`config.mk`:
```
export PLATFORM = sky130hd
export DESIGN_NAME = adder_frame_accumulator
export DESIGN_NICKNAME = d
export VERILOG_FILES = /design/src/rtl/adder_accum_pkg.sv /design/src/rtl/adder_frame_accumulator_frame_counter.sv /design/src/rtl/adder_frame_accumulator.sv
export SDC_FILE = /design/constraint.sdc
export NUM_CORES = 1
export LEC_CHECK = 0
export CORE_MARGIN = 2
export CORE_UTILIZATION = 40
export CTS_BUF_LIST = sky130_fd_sc_hd__clkbuf_8
export DETAILED_ROUTE_END_ITERATION = 6
export PLACE_DENSITY = 0.67
export SKIP_LAST_GASP = 1
export SLEW_MARGIN = 5
export SYNTH_ARGS = -nofsm -noshare
export SYNTH_HDL_FRONTEND = slang
export SYNTH_HIERARCHICAL = 1
export SYNTH_SLANG_ARGS = --single-unit
```
`constraint.sdc`:
```
create_clock -name clk -period 5.1 [get_ports clk]
set_input_delay 0.51 -clock clk [delete_from_list [all_inputs] [get_ports clk]]
set_output_delay 0.51 -clock clk [all_outputs]
set_load 0.02 [all_outputs]
```
`src/rtl/adder_accum_pkg.sv`:
```
// adder_accum_pkg: shared state encoding, counter sizing and parameter legality helpers.
package adder_accum_pkg;

  typedef enum logic {S_ACCUM = 1'b0, S_DONE = 1'b1} state_e;

  function automatic int clog2(input int n);
    int r;
    r = 0;
    for (int v = 1; v < n; v = v * 2) r++;
    return r;
  endfunction

  function automatic int cnt_width(input int frame_len);
    return clog2(frame_len) > 1 ? clog2(frame_len) : 1;
  endfunction

  function automatic bit params_ok(input int data_width, input int acc_width, input int frame_len);
    return acc_width >= 3 * data_width && frame_len >= 1;
  endfunction

endpackage

```
`src/rtl/adder_frame_accumulator_frame_counter.sv`:
```
// frame_counter: counts accepted samples within a frame and flags the last one.
module frame_counter
  import adder_accum_pkg::*;
#(
  parameter int FRAME_LEN = 4
) (
  input  logic clk,
  input  logic rst_n,
  input  logic inc,
  input  logic load1,
  input  logic clr,
  output logic last
);

  localparam int CW = cnt_width(FRAME_LEN);
  localparam logic [CW-1:0] LAST = CW'(FRAME_LEN - 1);
  // A single-sample frame has no count 1; the first sample is already the last.
  localparam logic [CW-1:0] ONE = CW'(FRAME_LEN > 1 ? 1 : 0);

  logic [CW-1:0] r_cnt;

  always_ff @(posedge clk or negedge rst_n)
    if (!rst_n) r_cnt <= '0;
    else if (clr) r_cnt <= '0;
    else if (load1) r_cnt <= ONE;
    else if (inc) r_cnt <= last ? '0 : r_cnt + 1'b1;

  assign last = r_cnt == LAST;

endmodule

```
`src/rtl/adder_frame_accumulator.sv`:
```
// adder_frame_accumulator: registers adder-array {cout,sum} words and sums FRAME_LEN of them
// into a frame total presented on a valid/ready output with a sticky overflow flag.
module adder_frame_accumulator
  import adder_accum_pkg::*;
#(
  parameter int DATA_WIDTH = 4,
  parameter int ACC_WIDTH  = 16,
  parameter int FRAME_LEN  = 4
) (
  input  logic                    clk,
  input  logic                    rst_n,
  input  logic                    in_valid,
  output logic                    in_ready,
  input  logic [2*DATA_WIDTH-1:0] sum,
  input  logic [DATA_WIDTH-1:0]   cout,
  output logic                    out_valid,
  input  logic                    out_ready,
  output logic [ACC_WIDTH-1:0]    acc,
  output logic                    ovf
);

  if (!params_ok(DATA_WIDTH, ACC_WIDTH, FRAME_LEN)) begin : g_param_check
    $error("adder_frame_accumulator: need ACC_WIDTH >= 3*DATA_WIDTH and FRAME_LEN >= 1");
  end

  state_e               r_state;
  logic [ACC_WIDTH-1:0] r_acc;
  logic                 r_ovf;
  logic                 w_accept;
  logic                 w_release;
  logic                 w_last;
  logic [ACC_WIDTH-1:0] w_sample;
  logic [ACC_WIDTH-1:0] w_base;
  logic [ACC_WIDTH:0]   w_sum;

  assign w_sample  = ACC_WIDTH'({cout, sum});
  assign in_ready  = r_state == S_ACCUM || out_ready;
  assign w_accept  = in_valid && in_ready;
  assign w_release = r_state == S_DONE && out_ready;
  // On release the finished total is dropped, so a same-cycle sample starts the new frame from zero.
  assign w_base    = w_release ? '0 : r_acc;
  assign w_sum     = {1'b0, w_base} + {1'b0, w_sample};

  frame_counter #(.FRAME_LEN(FRAME_LEN)) u_cnt (
    .clk  (clk),
    .rst_n(rst_n),
    .inc  (w_accept && r_state == S_ACCUM),
    .load1(w_release && w_accept),
    .clr  (w_release && !w_accept),
    .last (w_last)
  );

  always_ff @(posedge clk or negedge rst_n)
    if (!rst_n) begin
      r_state <= S_ACCUM;
      r_acc   <= '0;
      r_ovf   <= 1'b0;
    end else begin
      if (w_accept || w_release) begin
        r_acc <= w_accept ? w_sum[ACC_WIDTH-1:0] : '0;
        r_ovf <= w_accept && (w_sum[ACC_WIDTH] || (r_ovf && !w_release));
      end
      if (r_state == S_ACCUM && w_accept && w_last) r_state <= S_DONE;
      else if (w_release) r_state <= (w_accept && FRAME_LEN == 1) ? S_DONE : S_ACCUM;
    end

  assign out_valid = r_state == S_DONE;
  assign acc       = r_acc;
  assign ovf       = r_ovf;

endmodule

```
==> impl_metrics.json, run 1 <==
{
  "worst_setup_path_end_kind": "flip-flop",
  "relSlewSlack_pct": 38.1,
  "wl_per_cell_um": 14.5,
  "place_hpwl_mm": 2.89,
  "gr-total-overflow": 0,
  "tns_ps": 0,
  "critPathRequiredTime_ps": 5250,
  "vias": 1476,
  "clkLatencyLatePin_ps": 270,
  "status": "complete, no violations",
  "clk_pin_slew_ps": 80,
  "dieArea_um2": 4460,
  "ant_nets": 0,
  "antenna-diode-count": 0,
  "grt_pass1_vias": 1479,
  "cpLargestDelayFamily": "simple AND/OR/NAND/NOR gates",
  "reg2reg_slack_ps": 2100,
  "syn_to_final_growth_pct": 28.5,
  "worst-setup-path-type": "in2reg",
  "coreArea_um2": 3720,
  "synthTopCellsByCount": "dfrtp_1 (20), nand2_1 (15), nor2_1 (14), ha_1 (13), inv_1 (13)",
  "start_util_pct": 42.4,
  "numCtsBuffers": 3,
  "post-cts-setup-buffers": 0,
  "cts.path.max_buffers": 2,
  "setup_viol": 0,
  "place_congestion": 0.883,
  "fin_crit_ps": 3290,
  "die_w_um": 66.8,
  "cts_resized": 0,
  "port_buffers": 34,
  "rsz0062_at_grt": "no",
  "grt_max_degree": 21,
  "peakVddDrop_v": 0.000286,
  "crit_chain": "clkdlybuf4s50_1 > nand2_1 > and2_1 > ha_1 > inv_1 > fa_1 > nand2b_1 > a21oi_2 > o2111ai_1 > a211oi_1 > xnor2_1",
  "post_synth_num_cell_types": 43,
  "fill_cells": 366,
  "dr.pass1.iters": 5,
  "syn_inst": 181,
  "drt_iter0_markers": 136,
  "finClkSkew_ps": 1.81,
  "fmax_mhz": 304,
  "slew_violations": 0,
  "timing.critical_path.buf_inv": 2,
  "min_period_over_period_pct": 64.6,
  "seq_area_frac_synth_pct": 31.7,
  "nets": 245,
  "min_path_type": "reg2reg",
  "timing.final.hold_violations": 0,
  "antenna_found_initial": 0,
  "syn-num-nets": 211,
  "cpPeakStageDelay_ps": 500,
  "cp-start-kind": "primary input",
  "viasPerCell": 5.63,
  "cts_tree": "yes",
  "track_usage_pct": 19.1,
  "synth-warning-count": 6,
  "root_buffer": "clkbuf_8",
  "worstMarginPinSlew_ps": 926,
  "synth_async_sr_flop_share_pct": 100,
  "drv_cap": 0,
  "fp.dieH_um": 66.8,
  "syn_area_per_cell_um2": 8.71,
  "grt_first_pass_wirelength_mm": 6.59,
  "rows": 22,
  "ys_ff_latch": 20,
  "leakagePower_nw": 0.866,
  "synth_top_cell_area_share_pct": 31.7,
  "yosysTopAreaCell": "dfrtp_1",
  "hold_buffers": 0,
  "worstPathMaxFanout": 19,
  "synth_most_common_cell": "dfrtp_1",
  "drt-total-wl_mm": 3.81,
  "drc": 0,
  "synth_area_leaders": "dfrtp_1 (32%), ha_1 (10%), and2_1 (4.4%)",
  "io_pins": 35,
  "crit_slowest_cell": "clkdlybuf4s50_1",
  "cts.sinks": 20,
  "syn-cell-area_um2": 1580,
  "drive_gt1_share_pct": 5.14,
  "synth-edff-count": 0,
  "p_total_w": 0.00131,
  "cp.arrival_ps": 3450,
  "p_per_area_nw_per_um2": 647,
  "ctsHtreeMaxLevel": 1,
  "synth_ff_type": "dfrtp_1"
}
-- stage by stage --
stage               area, um^2  hold slack (ps)  instances  utilization, %  setup WS (ps)
floorplan                 1580              214        181               -           2350
global placement          1950              488        258            52.6           1670
detailed placement        1950              510        258            52.6           1560
CTS                       2030              520        262            54.5           1800
global route              2030              541        262            54.5           1490
finish                    2030              517        262            54.5           1810
-- cell usage in the layout, fill, tap and decap left out, drive strengths merged, types with 2 or more instances in the layout --
cell type,instances
a22o,4
clkbuf,3
and2,11
nor2,14
o211a,2
nor2b,2
nor3,5
a21oi,13
nand2,15
clkdlybuf4s50,34
a31oi,2
o211ai,4
nand3,4
a211o,2
o21ai,11
nand4,4
dfrtp,20
ha,13
a32o,4
o31ai,2
xnor2,4
nand2b,5
a21o,2
inv,13
a211oi,2
mux2i,4
-- flip-flops by register name, summed over array words and instances, names as in the netlist --
name and count:
out_valid 1, u_cnt/r_cnt 2, acc 16, ovf 1
-- cell type report --
type	count	area, um^2	share of cell area (%)
sequential	20	500	24.7
clock buffer	3	41.3	2.04
inverter	13	48.8	2.41
clock inverter	1	30.0	1.48
tap	48	60.1	2.96
timing repair buffer	34	340	16.8
multi-input combinational	143	1000	49.6
-- worst paths after layout --
check / end / cells after the start / startpoint
setup / recovery: acc[14] / 11 / out_ready
hold / removal: acc[15] / 1 / acc[15]
setup reg to reg: acc[14] / 10 / out_valid
hold reg to reg: acc[15] / 1 / acc[15]
max in group asynchronous: acc[6] / 1 / rst_n
min in group asynchronous: acc[8] / 1 / rst_n
-- where the power goes --
part	leakage, nW	switching [W]	internal (W)	total, W
registers	0.248	0.0000493	0.000229	0.000279
logic	0.582	0.000472	0.000394	0.000866
clock network	0.0357	0.0000602	0.000105	0.000165
-- kinds of logic (layout without fill, tap and decap cells) --
| kind of cell | after synthesis | after routing | share of synthesized area (%) |
|---|---|---|---|
| buffers and inverters | 18 | 51 | 4.52 |
| flip-flops | 20 | 20 | 31.7 |
| AND/OR/NAND/NOR | 65 | 65 | 21.1 |
| XOR/XNOR | 4 | 4 | 2.22 |
| multiplexers | 4 | 4 | 2.54 |
| adder cells (fa/ha/maj) | 14 | 14 | 11.6 |
| AO/OA/AOI/OAI | 56 | 56 | 26.3 |
-- metal layers --
| metal | up-vias | part of all wire [%] | wire length [um] | global-route usage [%] |
|---|---|---|---|---|
| li1 | 729 | - | - | - |
| met1 | 695 | 46 | 1770 | 24.9 |
| met2 | 43 | 47 | 1790 | 32.8 |
| met3 | 9 | 4.3 | 165 | 1.18 |
| met4 | 0 | 2.2 | 82 | 7.65 |
| met5 | - | 0 | 0 | 0 |
-- worst reg2reg max path, delay by kind of cell (launching register included) --
| kind | cells | cell delay [ps] |
|---|---|---|
| buffers and inverters | 1 | 60 |
| xor gates and xnor gates | 1 | 110 |
| AOI/OAI and AO/OA | 3 | 790 |
| and+or+nand+nor | 3 | 900 |
| DFF | 1 | 460 |
| adders and majority gates | 2 | 550 |
No activity file was read; power rests on OpenSTA's default activity.
==> run 2, diff against run 1 <==
Settings changed: PLACE_DENSITY 0.67 to 0.69.
Clock period 5.1 ns to 3 ns, I/O delays scaled along.
==> impl_metrics.json, run 2 (synthesized netlist as in run 1, its figures left out) <==
{
  "cp-start-kind": "primary input",
  "worstPathMaxFanout": 9,
  "ant_nets": 0,
  "fill_cells": 356,
  "min_period_over_period_pct": 90.2,
  "postPlaceCellArea_um2": 2010,
  "hold_buffers": 0,
  "cpLargestDelayFamily": "compound AO/OA/AOI/OAI gates",
  "final_cell_mix": "clkdlybuf4s50_1 (34), dfrtp_1 (20), nand2_1 (15)",
  "clk_pin_slew_ps": 90,
  "viasPerCell": 5.46,
  "nets": 252,
  "grt_max_degree": 21,
  "cts.path.max_buffers": 2,
  "utilization_pct": 55.9,
  "dr.pass1.iters": 4,
  "p_per_area_nw_per_um2": 1090,
  "cts.sinks": 20,
  "status": "complete, no violations",
  "wl_per_cell_um": 14.1,
  "antenna_found_initial": 0,
  "port_buffers": 34,
  "whs_ps": 505,
  "register_area_um2": 500,
  "die_w_um": 66.8,
  "place_hpwl_mm": 2.90,
  "track_usage_pct": 19.0,
  "cp.arrival_ps": 2860,
  "fp.dieH_um": 66.8,
  "slew_violations": 0,
  "crit_chain": "clkdlybuf4s50_1 > nand2_1 > and2_1 > ha_1 > inv_1 > fa_1 > nand2b_1 > a21oi_2 > o2111ai_1 > a211oi_1 > xnor2_1",
  "dieArea_um2": 4460,
  "peakVddDrop_v": 0.000433,
  "cts_tree": "yes",
  "worstMarginPinSlew_ps": 954,
  "multiInputGateArea_um2": 1000,
  "syn_to_final_growth_pct": 31.8,
  "vias": 1470,
  "layout_commonest_cell": "clkdlybuf4s50_1",
  "timing.critical_path.buf_inv": 2,
  "drv_cap": 0,
  "clkLatencyLatePin_ps": 270,
  "min_path_type": "reg2reg",
  "timing.final.hold_violations": 0,
  "rows": 22,
  "root_buffer": "clkbuf_8",
  "drive_gt1_share_pct": 8.14,
  "grt_pass1_vias": 1450,
  "crit_slowest_cell": "clkdlybuf4s50_1",
  "grt_first_pass_wirelength_mm": 6.37,
  "place_congestion": 0.874,
  "largest_register_ffs": 16,
  "cpPeakStageDelay_ps": 430,
  "drt_iter0_markers": 68,
  "leakagePower_nw": 0.900,
  "fmax_mhz": 369,
  "gr-total-overflow": 0,
  "relSlewSlack_pct": 36.2,
  "tns_ps": 0,
  "rsz0062_at_grt": "no",
  "worst-setup-path-type": "in2reg",
  "critPathRequiredTime_ps": 3160,
  "ctsHtreeMaxLevel": 1,
  "finClkSkew_ps": 4.49,
  "fin_crit_ps": 2710,
  "setup_viol": 0,
  "worst_setup_path_end_kind": "flip-flop",
  "drc": 0,
  "cts_resized": 0,
  "antenna-diode-count": 0,
  "drt-total-wl_mm": 3.80,
  "numCtsBuffers": 3,
  "io_pins": 35,
  "start_util_pct": 42.4,
  "post-cts-setup-buffers": 0,
  "final_area_um2": 2080,
  "coreArea_um2": 3720
}
## run 2: changes by cell type in the layout (fill, tap and decap cells not counted), sizes merged
cell	before	now
buf	0	7
## run 2: per-layer routing
metal	wire (um)	global-route usage [%]
met1	1890	25.5
met2	1720	30.0
met3	122	2.36
met4	70	8.93
met5	0	0
## run 2: through the flow
stage,power [W],instances,worst slack [ps]
floorplan,0.00151,181,253
global placement,0.00196,265,150
detailed placement,0.00197,265,12.6
CTS,0.00227,269,297
global route,0.00246,269,72.6
finish,0.00226,269,293
## run 2: area by class of cell
type	count	area share, %
inverter	13	2.35
tap	48	2.89
sequential	20	24.1
clock buffer	3	1.99
multi-input combinational	143	48.3
clock inverter	1	1.44
timing repair buffer	41	18.9
## run 2: path summary, 6_finish.rpt
check	from	to	slack, ps	cells past startpoint
max	out_ready	acc[14]	290	11
min reg2reg	acc[15]	acc[15]	510	1
max in group asynchronous	rst_n	ovf	1870	1
min in group asynchronous	rst_n	acc[0]	560	1
max reg2reg	out_valid	acc[14]	340	10
min	acc[15]	acc[15]	510	1
## run 2: power breakdown
group          switching (W)  internal, W  total, W
clock               0.000105     0.000179  0.000283
combinational       0.000808     0.000700   0.00151
sequential         0.0000787     0.000390  0.000469
total               0.000991      0.00127   0.00226
==> run 3, diff against run 2 <==
Settings changed: GPL_TIMING_DRIVEN set to 0.
==> impl_metrics.json, run 3 (synthesized netlist as in run 1, its figures left out) <==
{
  "status": "complete, no violations",
  "worstMarginPinSlew_ps": 1000,
  "layout_commonest_cell": "clkdlybuf4s50_1",
  "io_pins": 35,
  "reg2reg_slack_ps": 230,
  "fin_crit_ps": 2770,
  "p_per_area_nw_per_um2": 1080,
  "startpoint": "out_valid",
  "cpLargestDelayFamily": "compound AO/OA/AOI/OAI gates",
  "dr.pass1.iters": 4,
  "relSlewSlack_pct": 33.1,
  "grt_first_pass_wirelength_mm": 6.35,
  "drc": 0,
  "vias": 1454,
  "syn_to_final_growth_pct": 31.4,
  "cts.sinks": 20,
  "hold_buffers": 0,
  "die_w_um": 66.8,
  "final_cell_mix": "clkdlybuf4s50_1 (32), dfrtp_1 (19), nand2_1 (14), nor2_1 (14)",
  "drive_gt1_share_pct": 8.72,
  "post-cts-setup-buffers": 0,
  "min_path_type": "in2reg",
  "peakVddDrop_v": 0.000564,
  "tns_ps": 0,
  "coreArea_um2": 3720,
  "r2r_start": "out_valid",
  "clk_pin_slew_ps": 80,
  "grt_pass1_vias": 1393,
  "r2r-end": "acc[8]",
  "root_buffer": "clkbuf_8",
  "cts_tree": "yes",
  "finClkSkew_ps": 3.81,
  "nets": 249,
  "wl_met2_mm": 1.70,
  "place_hpwl_mm": 2.67,
  "worstPathMaxFanout": 10,
  "cpPeakStageDelay_ps": 470,
  "clkLatencyLatePin_ps": 270,
  "ctsHtreeMaxLevel": 1,
  "numCtsBuffers": 3,
  "grt_max_degree": 21,
  "worst-setup-path-type": "reg2reg",
  "rows": 22,
  "min_period_over_period_pct": 92.5,
  "critPathRequiredTime_ps": 3160,
  "place_congestion": 0.833,
  "setup_viol": 0,
  "cp.arrival_ps": 2930,
  "fmax_mhz": 360,
  "ant_nets": 0,
  "drt-total-wl_mm": 3.68,
  "crit_slowest_cell": "dfrtp_2",
  "track_usage_pct": 18.7,
  "wl_met1_mm": 1.80,
  "antenna-diode-count": 0,
  "port_buffers": 33,
  "top_layer_used": "met4",
  "largest_register_ffs": 16,
  "drt_iter0_markers": 99,
  "timing.critical_path.buf_inv": 2,
  "drv_cap": 0,
  "utilization_pct": 55.8,
  "antenna_found_initial": 0,
  "slew_violations": 0,
  "cp-start-kind": "flip-flop",
  "worst_setup_path_end_kind": "flip-flop",
  "leakagePower_nw": 0.896,
  "timing.final.hold_violations": 0,
  "dieArea_um2": 4460,
  "crit_end": "acc[8]",
  "path_depth": 11,
  "dr_wl_met3_um": 125,
  "wl_per_cell_um": 13.8,
  "rsz0062_at_grt": "no",
  "rr_worst_depth": 11,
  "cts.path.max_buffers": 2,
  "crit_chain": "nand2_4 > clkbuf_4 > and2_1 > ha_1 > inv_1 > fa_1 > nand2b_1 > a21oi_4 > o211ai_1 > a21o_1 > a32o_1",
  "gr-total-overflow": 0,
  "viasPerCell": 5.47,
  "fp.dieH_um": 66.8,
  "start_util_pct": 42.4
}
==> run 3: cell types whose count changed in the layout (fill, tap and decap cells not counted), sizes merged <==
cell | previous run | this run
buf | 7 | 3
clkbuf | 3 | 5
clkdlybuf4s50 | 34 | 32
dlymetal6s2s | 0 | 1
==> run 3: worst reg2reg max path, cell delays in order, from the launching register on <==
cell and delay (ps):
dfrtp_2 470, nand2_4 150, clkbuf_4 220, and2_1 140
ha_1 190, inv_1 60, fa_1 380, nand2b_1 230
a21oi_4 200, o211ai_1 160, a21o_1 210, a32o_1 240
==> run 3: timing repair <==
action / CTS / global route
gates cloned: 0 / 0
resized for setup: 6 / 3
setup endpoints to repair: 7 / 6
==> run 3: how the worst min path moves through the flow <==
stage	startpoint	end	slack, ps	depth (start not counted)
2_1_floorplan	rst_n	acc[0]	4	0
3_3_place_gp	acc[15]	acc[15]	500	1
3_5_place_dp	acc[15]	acc[15]	500	1
4_1_cts	in_valid	acc[6]	430	3
5_1_grt	in_valid	acc[6]	460	3
6_report	in_valid	acc[6]	430	3
==> run 3: area by class of cell <==
type	instances	area [um^2]
plain buffers	5	26.3
clock inverters	1	30.0
inverters	13	48.8
clock buffers	3	41.3
flip-flops and latches	20	502
well taps	48	60.1
repair buffers	33	333
fillers	360	1640
multi-input cells	143	1030
==> run 3: layer usage <==
| metal | vias up | track usage (%) |
|---|---|---|
| li1 | 737 | - |
| met5 | - | 0 |
| met3 | 4 | 2.20 |
| met4 | 0 | 7.65 |
| met2 | 32 | 29.6 |
| met1 | 681 | 25.6 |
==> run 3: stage by stage <==
stage	setup slack [ps]	power [W]	hold slack [ps]	instance area [um^2]	cells
after global placement	-660	0.00192	500	1970	262
after CTS	29.0	0.00224	431	2060	266
after global routing	6.78	0.00245	462	2070	266
final	226	0.00224	430	2070	266
after detailed placement	-680	0.00193	498	1970	262
after floorplan	253	0.00151	4.41	1580	181
==> run 3: power by group <==
group / internal (W) / switching, W / leakage [nW]
registers: 0.000391 / 0.0000810 / 0.247
clock network: 0.000178 / 0.000102 / 0.0357
logic: 0.000678 / 0.000807 / 0.614
total: 0.00125 / 0.000991 / 0.896
==> RTL edit (settings of run 3) <==
`FRAME_LEN` is set to 4 in 2 places; all go to 8.
--- a/src/rtl/adder_frame_accumulator_frame_counter.sv
+++ b/src/rtl/adder_frame_accumulator_frame_counter.sv
@@ -4,3 +4,3 @@
 #(
-  parameter int FRAME_LEN = 4
+  parameter int FRAME_LEN = 8
 ) (
--- a/src/rtl/adder_frame_accumulator.sv
+++ b/src/rtl/adder_frame_accumulator.sv
@@ -7,3 +7,3 @@
   parameter int ACC_WIDTH  = 16,
-  parameter int FRAME_LEN  = 4
+  parameter int FRAME_LEN  = 8
 ) (
Behaviour: not the same (a bounded check fails within 10 cycles, from zero or initial values and one cycle with rst_n low).
==> RTL edit against run 3 <==
Utilization down 2.8 points. Sequential power up 7.0%. Sequential cell count up 1. Global-route usage down 0.44 points. Routed wire length up 1.5%. Count of clock-buffer cells in the layout unchanged. Design area up 1.4%. Area after synthesis up 3.3%. Total power down 2.6%. Setup slack worse by 0.010 ns. Largest cell class unchanged. Largest power group unchanged.
==> RTL edit: results (changes against run 3) <==
* Critical R2R Launch: out_valid (unchanged)
* CP top delay family: simple AND/OR/NAND/NOR gates (was compound AO/OA/AOI/OAI gates)
* R2R setup slack at 0.22 ns
* Hold Crit Depth at 3 (unchanged)
* Clock Path Buffers at 2 (unchanged)
* Skew-Pair Late Insertion Delay at 0.26 ns
* CP Class: reg -> reg (unchanged)
* Fin Clk Skew at 0.000979 ns (was 0.00381 ns)
* Routing usage on met1 at 25.8% (was 25.6%)
* Routed wl met2 at 1670 um (was 1700 um)
* Post-synthesis sequential area ratio at 32.3% (was 31.7%)
* Area share of fa/ha/maj cells after synthesis at 12.0% (was 11.6%)
* Clock buffer count at 3 (unchanged)
* Layout cell share with drive strength beyond 1 at 8.56% (was 8.72%)
* Largest net degree at the start of global routing at 22 (was 21)
* Initial DRC count at 84 (was 99)
* Non-clock buffer share of cell area at 17.1% (was 17.3%)
* Via count at 1492 (was 1454)
* DR top layer: met4 (unchanged)
* Vias in the first global route at 1430 (was 1393)
* Worst Hold Slack at 0.437 ns (was 0.430 ns)
* M1 wire length at 1900 um (was 1800 um)
* Multi-input logic area at 1060 sq um (was 1030 sq um)
* Setup bufs post-CTS at 0 (unchanged)
* XOR/XNOR share of the synthesized area at 2.15% (was 2.22%)
* Metal3 WL at 120 um (was 125 um)
* Final GP Congestion at 0.854 (was 0.833)
* Critical path arrival at 2.96 ns (was 2.93 ns)
* Syn_nets at 216 (was 211)
* Worst-path maximum fanout at 10 (unchanged)
* Multi-Input Combinational at 146 (was 143)
* Compound-Gate Fraction of Synth Area at 25.4% (was 26.3%)
* Post-synthesis mux area share at 3.07% (was 2.54%)
* Drt wl/cell at 13.7 um (was 13.8 um)
* Worst path max stage delay at 0.48 ns
* GRT Total Usage at 18.2% (was 18.7%)
* Most instantiated cells after synthesis: 21 x dfrtp_1, 15 x nand2_1, 14 x ha_1, 14 x nor2_1, 13 x inv_1 (was 20 x dfrtp_1, 15 x nand2_1, 14 x nor2_1)
* Global-route wire length before repair at 6390 um (was 6350 um)
* Non-Clock Buffer Count at 38 (unchanged)
* Port Buffers at 33 (unchanged)
* Leakage Power at 0.917 nW (was 0.896 nW)
* Register bit total from synthesis at 21 (was 20)
* Outcome: finished, final reports clean (unchanged)
* Clock network share of area at 2.20% (was 3.44%)
* Peak VDD IR at 0.438 mV (was 0.564 mV)
* Diode count at 0 (unchanged)
* Synth area leaders: dfrtp_1 32%, ha_1 11%, and2_1 4.2% (was dfrtp_1 32%, ha_1 10%, and2_1 4.4%)
* Fraction of area in registers at 25.1% (was 24.2%)
* Final-layout fill cell count at 383 (was 360)
* NumNets Final at 254 (was 249)
* Reg clk slew, reported paths at 0.08 ns (about the same)
* Slew at the pin closest to its max-slew limit at 1.01 ns (was 1.00 ns)
* Setup crit end: acc[10] (was acc[8])
* Root Driver: clkbuf_8 (unchanged)
* Grt met3 use at 1.97% (was 2.20%)
* Post-synth cell types at 43 (unchanged)
* M2 GR Usage at 29.0% (was 29.6%)
* DP HPWL at 2790 um (was 2670 um)
[RTL edit: where the power goes]
| group | internal (W) | switching, W |
|---|---|---|
| Combinational | 0.000681 | 0.000800 |
| Clock | 0.0000928 | 0.000100 |
| Sequential | 0.000414 | 0.0000901 |
| Total | 0.00119 | 0.000991 |
[RTL edit: stage by stage]
| step | total power, W | std cells | setup slack, ns | cell area [sq um] | setup TNS [ns] |
|---|---|---|---|---|---|
| after floorplan | 0.00153 | 185 | 0.253 | 1630 | 0 |
| after global placement | 0.00194 | 268 | -0.636 | 2020 | -4.08 |
| after detailed placement | 0.00196 | 268 | -0.679 | 2020 | -4.26 |
| after CTS | 0.00219 | 272 | 0.0485 | 2090 | 0 |
| after global routing | 0.00240 | 272 | 0.000932 | 2100 | 0 |
| final | 0.00218 | 272 | 0.216 | 2100 | 0 |
[RTL edit: timing repair]
action                     in CTS  in global routing
gates resized for setup         6                  3
setup endpoints to repair       7                  7
hold buffers                    0                  0
